[src/rtl/elastic_pipe_stage_if.sv]
// Valid/ready handshake bundle for elastic_pipe_stage: upstream in_* side and downstream out_* side.
// The stage connects through the slave modport; the producer/consumer environment uses master.
interface elastic_pipe_stage_if #(
    parameter int DATA_W = 32,
    parameter int CTRL_W = 16
);
    logic              in_valid;
    logic              in_ready;
    logic [CTRL_W-1:0] in_ctrl;
    logic [DATA_W-1:0] in_data;
    logic              out_valid;
    logic              out_ready;
    logic [CTRL_W-1:0] out_ctrl;
    logic [DATA_W-1:0] out_data;

    modport slave (
        input  in_valid, in_ctrl, in_data, out_ready,
        output in_ready, out_valid, out_ctrl, out_data
    );

    modport master (
        output in_valid, in_ctrl, in_data, out_ready,
        input  in_ready, out_valid, out_ctrl, out_data
    );
endinterface

[src/rtl/elastic_pipe_stage.sv]
// Elastic pipeline register between two valid/ready stages, with optional skid entry,
// synchronous flush and a saturating backpressure stall counter.
module elastic_pipe_stage #(
    parameter int DATA_W = 32,
    parameter int CTRL_W = 16,
    parameter int SKID   = 1,
    parameter int CNT_W  = 16
) (
    input  logic                 clk,
    input  logic                 reset,
    input  logic                 flush,
    elastic_pipe_stage_if.slave  pipe,
    output logic [1:0]           occupancy,
    output logic [CNT_W-1:0]     stall_cnt
);
    // State encoding doubles as the entry count.
    localparam logic [1:0] EMPTY = 2'd0;
    localparam logic [1:0] ONE   = 2'd1;
    localparam logic [1:0] FULL  = 2'd2;

    logic [1:0]        state, state_nxt;
    logic              in_ready_q;
    logic [CTRL_W-1:0] head_ctrl, skid_ctrl;
    logic [DATA_W-1:0] head_data, skid_data;
    logic              out_valid, in_ready, in_fire, out_fire;
    logic              load_head_in, load_head_skid, load_skid;

    assign out_valid = (state != EMPTY);
    assign in_ready  = (SKID != 0) ? in_ready_q : (~out_valid | pipe.out_ready);
    assign in_fire   = pipe.in_valid & in_ready;
    assign out_fire  = out_valid & pipe.out_ready;

    always_comb begin
        // NOTE: every output of this block gets a default first, so no path can infer a latch.
        state_nxt      = state;
        load_head_in   = 1'b0;
        load_head_skid = 1'b0;
        load_skid      = 1'b0;
        case (state)
            EMPTY: if (in_fire) begin
                state_nxt    = ONE;
                load_head_in = 1'b1;
            end
            ONE: begin
                if (in_fire && out_fire) begin
                    load_head_in = 1'b1;
                end else if (out_fire) begin
                    state_nxt = EMPTY;
                end else if (in_fire && SKID != 0) begin
                    state_nxt = FULL;
                    load_skid = 1'b1;
                end
            end
            FULL: if (out_fire) begin
                state_nxt      = ONE;
                load_head_skid = 1'b1;
            end
            default: state_nxt = EMPTY;
        endcase
        if (flush) state_nxt = EMPTY;
    end

    // NOTE: sequential state uses non-blocking assignments so all registers update from pre-edge values.
    always_ff @(posedge clk) begin
        if (reset) begin
            state      <= EMPTY;
            in_ready_q <= 1'b1;
            head_ctrl  <= '0;
            head_data  <= '0;
        end else begin
            state      <= state_nxt;
            in_ready_q <= (state_nxt != FULL);
            if (load_head_in) begin
                head_ctrl <= pipe.in_ctrl;
                head_data <= pipe.in_data;
            end else if (load_head_skid) begin
                head_ctrl <= skid_ctrl;
                head_data <= skid_data;
            end
        end
    end

    // NOTE: the skid payload has no reset; it is only ever observed after state says it is valid.
    always_ff @(posedge clk) begin
        if (load_skid) begin
            skid_ctrl <= pipe.in_ctrl;
            skid_data <= pipe.in_data;
        end
    end

    always_ff @(posedge clk) begin
        if (reset)
            stall_cnt <= '0;
        else if (out_valid && !pipe.out_ready && stall_cnt != {CNT_W{1'b1}})
            stall_cnt <= stall_cnt + CNT_W'(1);
    end

    assign pipe.in_ready  = in_ready;
    assign pipe.out_valid = out_valid;
    assign pipe.out_ctrl  = out_valid ? head_ctrl : '0;
    assign pipe.out_data  = head_data;
    assign occupancy      = state;
endmodule

[src/flat_wrapper.sv]
// flat-port wrapper written by rule: the top's interface ports become plain ports
module elastic_pipe_stage_flat 
#(
    parameter int DATA_W = 32,
    parameter int CTRL_W = 16,
    parameter int SKID   = 1,
    parameter int CNT_W  = 16
)
  (clk, reset, flush, occupancy, stall_cnt, pipe_in_valid, pipe_in_ctrl, pipe_in_data, pipe_out_ready, pipe_in_ready, pipe_out_valid, pipe_out_ctrl, pipe_out_data);
  elastic_pipe_stage_if #(.DATA_W(DATA_W), .CTRL_W(CTRL_W)) pipe_i ();
  input  logic clk;
  input  logic reset;
  input  logic flush;
  output logic [1:0] occupancy;
  output logic [CNT_W-1:0] stall_cnt;
  input wire logic [$bits(pipe_i.in_valid)-1:0] pipe_in_valid;
  input wire logic [$bits(pipe_i.in_ctrl)-1:0] pipe_in_ctrl;
  input wire logic [$bits(pipe_i.in_data)-1:0] pipe_in_data;
  input wire logic [$bits(pipe_i.out_ready)-1:0] pipe_out_ready;
  output wire logic [$bits(pipe_i.in_ready)-1:0] pipe_in_ready;
  output wire logic [$bits(pipe_i.out_valid)-1:0] pipe_out_valid;
  output wire logic [$bits(pipe_i.out_ctrl)-1:0] pipe_out_ctrl;
  output wire logic [$bits(pipe_i.out_data)-1:0] pipe_out_data;
  assign pipe_i.in_valid = pipe_in_valid;
  assign pipe_i.in_ctrl = pipe_in_ctrl;
  assign pipe_i.in_data = pipe_in_data;
  assign pipe_i.out_ready = pipe_out_ready;
  assign pipe_in_ready = pipe_i.in_ready;
  assign pipe_out_valid = pipe_i.out_valid;
  assign pipe_out_ctrl = pipe_i.out_ctrl;
  assign pipe_out_data = pipe_i.out_data;
  elastic_pipe_stage #(.DATA_W(DATA_W), .CTRL_W(CTRL_W), .SKID(SKID), .CNT_W(CNT_W)) u_core (.clk(clk), .reset(reset), .flush(flush), .pipe(pipe_i), .occupancy(occupancy), .stall_cnt(stall_cnt));
endmodule
[config.mk]
export PLATFORM = sky130hd
export DESIGN_NAME = elastic_pipe_stage_flat
export DESIGN_NICKNAME = d
export VERILOG_FILES = /design/src/rtl/elastic_pipe_stage_if.sv /design/src/rtl/elastic_pipe_stage.sv /design/src/flat_wrapper.sv
export SDC_FILE = /design/constraint.sdc
export NUM_CORES = 1
export LEC_CHECK = 0
export CORE_ASPECT_RATIO = 0.6
export CORE_MARGIN = 8
export CORE_UTILIZATION = 50
export CTS_BUF_LIST = sky130_fd_sc_hd__clkbuf_2 sky130_fd_sc_hd__clkbuf_4 sky130_fd_sc_hd__clkbuf_8
export CTS_CLUSTER_SIZE = 12
export DETAILED_ROUTE_END_ITERATION = 7
export PLACE_DENSITY = 0.81
export RECOVER_POWER = 100
export SLEW_MARGIN = 10
export SYNTH_ARGS = -nofsm -noshare
export SYNTH_HDL_FRONTEND = slang
export SYNTH_SLANG_ARGS = --single-unit
export TNS_END_PERCENT = 5
[constraint.sdc]
create_clock -name clk -period 2.4 [get_ports clk]
set_input_delay 0.48 -clock clk [delete_from_list [all_inputs] [get_ports clk]]
set_output_delay 0.48 -clock clk [all_outputs]
set_load 0.005 [all_outputs]
==> impl_metrics.tcl <==
set metrics [dict create \
    hold_violations 0 \
    clockBufferDepth 2 \
    rrSetupSlack_ns 0.34 \
    yosysUniqueCellTypes 40 \
    die_width_um 141 \
    start_util 0.512 \
    startpoint "u_core.occupancy[0]" \
    reg2reg_from "u_core.occupancy[1]" \
    synth-simple-area-share 0.148 \
    cts_max_level 4 \
    drive_gt1_frac 0.102 \
    p_leak_uw 0.00240 \
    syn-num-nets 455 \
    worstHoldPathType "reg2reg" \
    synth_compound_area_frac 0.116 \
    place_ws_ns 0.0755 \
    fill_cells 696 \
    synthAdderAreaFrac 0.00267 \
    grt_start_max_net_pins 50 \
    core-area_um2 9160 \
    r2r_end "u_core.head_ctrl[2]" \
    intPower_uw 3160 \
    dieArea_um2 12800 \
    min_period_over_period 0.930 \
    area_growth_pct 36.8 \
    vias 3762 \
    placementRows 27 \
    slew_violations 0 \
    clockPowerShare 0.357 \
    fin_util 0.701 \
    yosys.area.top_type_share 0.307 \
    cts_tree "done" \
    drt_iter0_drc 236 \
    synth_area_um2 4690 \
    p_sw_uw 1040 \
    p_per_area_nw_per_um2 656 \
    ys_warn_count 0 \
    final_antenna_net_count 0 \
    finalNetCount 580 \
    synth_ff_type "dfxtp_1" \
    cts_made_buffers 17 \
    grt_use_met1 0.250 \
    synth_seq_cells 115 \
    syn_inst 401 \
    grt_pass1_vias 3841 \
    worstSetupEndpointType "output port" \
    p_comb_frac 0.125 \
    routabilityCongestion 0.776 \
    finalSetupViolCount 0 \
    fin_crit_ns 2.23 \
    cp_max_fo 17 \
    max-slew-margin-rel 0.379 \
    portBuffers 120 \
    vias_per_cell 5.61 \
    drt_first_pass_iters 4 \
    root_buffer "clkbuf_8" \
    switching_share 0.248 \
    peakVddDrop_uv 438 \
    drc_errors 0 \
    synth_async_sr_flop_share 0 \
    yosys.area.top_type "edfxtp_1" \
    worstSkewPairLatency_ns 0.42 \
    seq_power_share 0.518 \
    synth_xor_area_frac 0.00187 \
    hold_ws_ns 0.514 \
    max_freq_mhz 448 \
    grt_pass1_wl_mm 19.9 \
    synth_area_leaders "edfxtp_1 (31%), dfxtp_1 (29%), mux2i_1 (10%), a211oi_1 (7.7%), nor3_1 (5.3%)" \
    ys_seq_area_frac 0.593 \
    skew_ns 0.0188 \
    met3_usage 0.0731 \
    totalWireLength_mm 12.4 \
    r2r_cells 6 \
    antenna_found_initial 3 \
    cp-endpoint "pipe_out_ctrl[2]" \
    synthMuxAreaShare 0.109 \
    crit_type "reg2out" \
    ios 121 \
    postCtsHoldBufs 0 \
    post_cts_buffers 0 \
    clkTransAtPathRegs_ns 0.06 \
    setup_tns_ns 0 \
    rsz0062_at_grt "false" \
    worst_slack_ns 0.168 \
    grt_util_met2 0.288 \
    synth_edf_count 48 \
    tightest_slew_ns 0.932 \
    hpwlAfterDp_mm 8.46 \
    grt_use_total 0.194 \
    grt_overflow_total 0 \
    critical_path_required_ns 1.92 \
    dieHeight_um 91.0 \
    cp-start-kind "flop" \
    critical_path_arrival_ns 1.75 \
    busiest_layer "met2" \
    status "finished, final reports clean" \
    wl_per_cell_um 18.4 \
    synth_top_family_by_area "simple AND/OR/NAND/NOR gates" \
    cap_violations 0 \
    cts.sinks 115 \
    syn_avg_cell_area_um2 11.7 \
]
==> routing by layer <==
metal	vias up	wire, um
met5	-	23
met4	4	140
met3	19	942
met2	129	5410
met1	1808	5840
li1	1802	-
==> registers in the layout, indices dropped and copies added, names as in the netlist <==
signal	flops
u_core.pipe.out_data	32
u_core.skid_data	32
u_core.head_ctrl	16
u_core.skid_ctrl	16
u_core.stall_cnt	16
u_core.occupancy	2
u_core.pipe.in_ready	1
==> timing repair <==
action,CTS,global route
setup endpoints to repair,17,0
resized for setup,2,0
endpoints found under the hold margin,0,0
==> placed cells by master, fill, tap and decap left out, types with 3 or more instances in the layout <==
| cell type | synthesis | final |
|---|---|---|
| a211oi_1 | 48 | 48 |
| a21oi_1 | 13 | 12 |
| buf_12 | 0 | 3 |
| buf_4 | 1 | 7 |
| clkbuf_2 | 0 | 4 |
| clkbuf_4 | 0 | 6 |
| clkbuf_8 | 0 | 17 |
| clkdlybuf4s50_1 | 0 | 18 |
| clkinv_2 | 0 | 6 |
| dfxtp_1 | 67 | 67 |
| dlygate4sd3_1 | 0 | 101 |
| edfxtp_1 | 48 | 48 |
| mux2i_1 | 49 | 49 |
| nand2_1 | 7 | 7 |
| nand3_1 | 5 | 5 |
| nand4_1 | 6 | 6 |
| nor2_1 | 8 | 6 |
| nor2b_1 | 19 | 19 |
| nor3_1 | 50 | 50 |
| nor4_1 | 3 | 3 |
| o21ai_0 | 6 | 6 |
| o31ai_1 | 4 | 4 |
| or3_1 | 5 | 5 |
| or4_1 | 6 | 6 |
==> Yosys cell counts, types with 2 or more instances <==
cell type / count
nand3_1: 5
dfxtp_1: 67
nor2_1: 8
buf_2: 9
nand4_1: 6
edfxtp_1: 48
clkbuf_1: 20
a211oi_1: 48
and3_1: 2
mux2i_1: 49
inv_1: 2
o31ai_1: 4
o21ai_0: 6
nor4b_1: 2
a21oi_1: 13
mux2_2: 2
nor4_1: 3
nor2b_1: 19
o21ba_2: 2
o21a_1: 2
or4_1: 6
nand2_1: 7
nor3_1: 50
or3_1: 5
==> critical path: stages (launching register included) <==
cell,delay [ns]
dfxtp_1,0.33
nor2_4,0.35
nor2b_1,0.08
dlygate4sd3_1,0.59
==> worst min-delay path by stage <==
| stage | from | end | slack, ns | cells past startpoint |
|---|---|---|---|---|
| after floorplan | u_core.stall_cnt[15] | u_core.stall_cnt[15] | 0.48 | 2 |
| final | u_core.stall_cnt[15] | u_core.stall_cnt[15] | 0.51 | 2 |
| after detailed placement | u_core.stall_cnt[15] | u_core.stall_cnt[15] | 0.51 | 2 |
| after global routing | u_core.stall_cnt[15] | u_core.stall_cnt[15] | 0.54 | 2 |
| after global placement | u_core.stall_cnt[14] | u_core.stall_cnt[14] | 0.49 | 2 |
| after CTS | u_core.stall_cnt[15] | u_core.stall_cnt[15] | 0.52 | 2 |
==> cell type report <==
type                    instances  area, um^2  area share
well taps                     130         163      0.0254
clock inverters                 9        45.0     0.00702
inverters                       2        7.51     0.00117
multi-input cells             254        1800       0.280
diodes                          1        2.50    0.000390
flip-flops and latches        115        2780       0.434
clock buffers                  23         279      0.0435
repair buffers                136        1340       0.208
==> per-stage QoR <==
step	area (um^2)	total power [uW]	std cells
after floorplan	4690	2470	401
after global placement	6110	2770	637
after detailed placement	6110	2790	637
after CTS	6440	4290	669
after global routing	6410	4380	670
final	6410	4210	670
==> power groups by stage <==
| stage | logic (uW) | clock network [uW] | registers (uW) |
|---|---|---|---|
| global route | 571 | 1620 | 2190 |
| global placement | 552 | 0 | 2220 |
| CTS | 573 | 1530 | 2180 |
| floorplan | 257 | 0 | 2210 |
| detailed placement | 569 | 0 | 2220 |
| finish | 526 | 1500 | 2180 |
==> cell families (layout without fill, tap and decap cells) <==
group                      after synthesis  in the layout
muxes                                   51             51
adders and majority gates                1              1
xor gates and xnor gates                 1              1
AOI/OAI and AO/OA                       78             78
DFF                                    115            115
and+or+nand+nor                        123            123
buffers and inverters                   32            170
other                                    0              1
(Power assumes the default switching activity.)
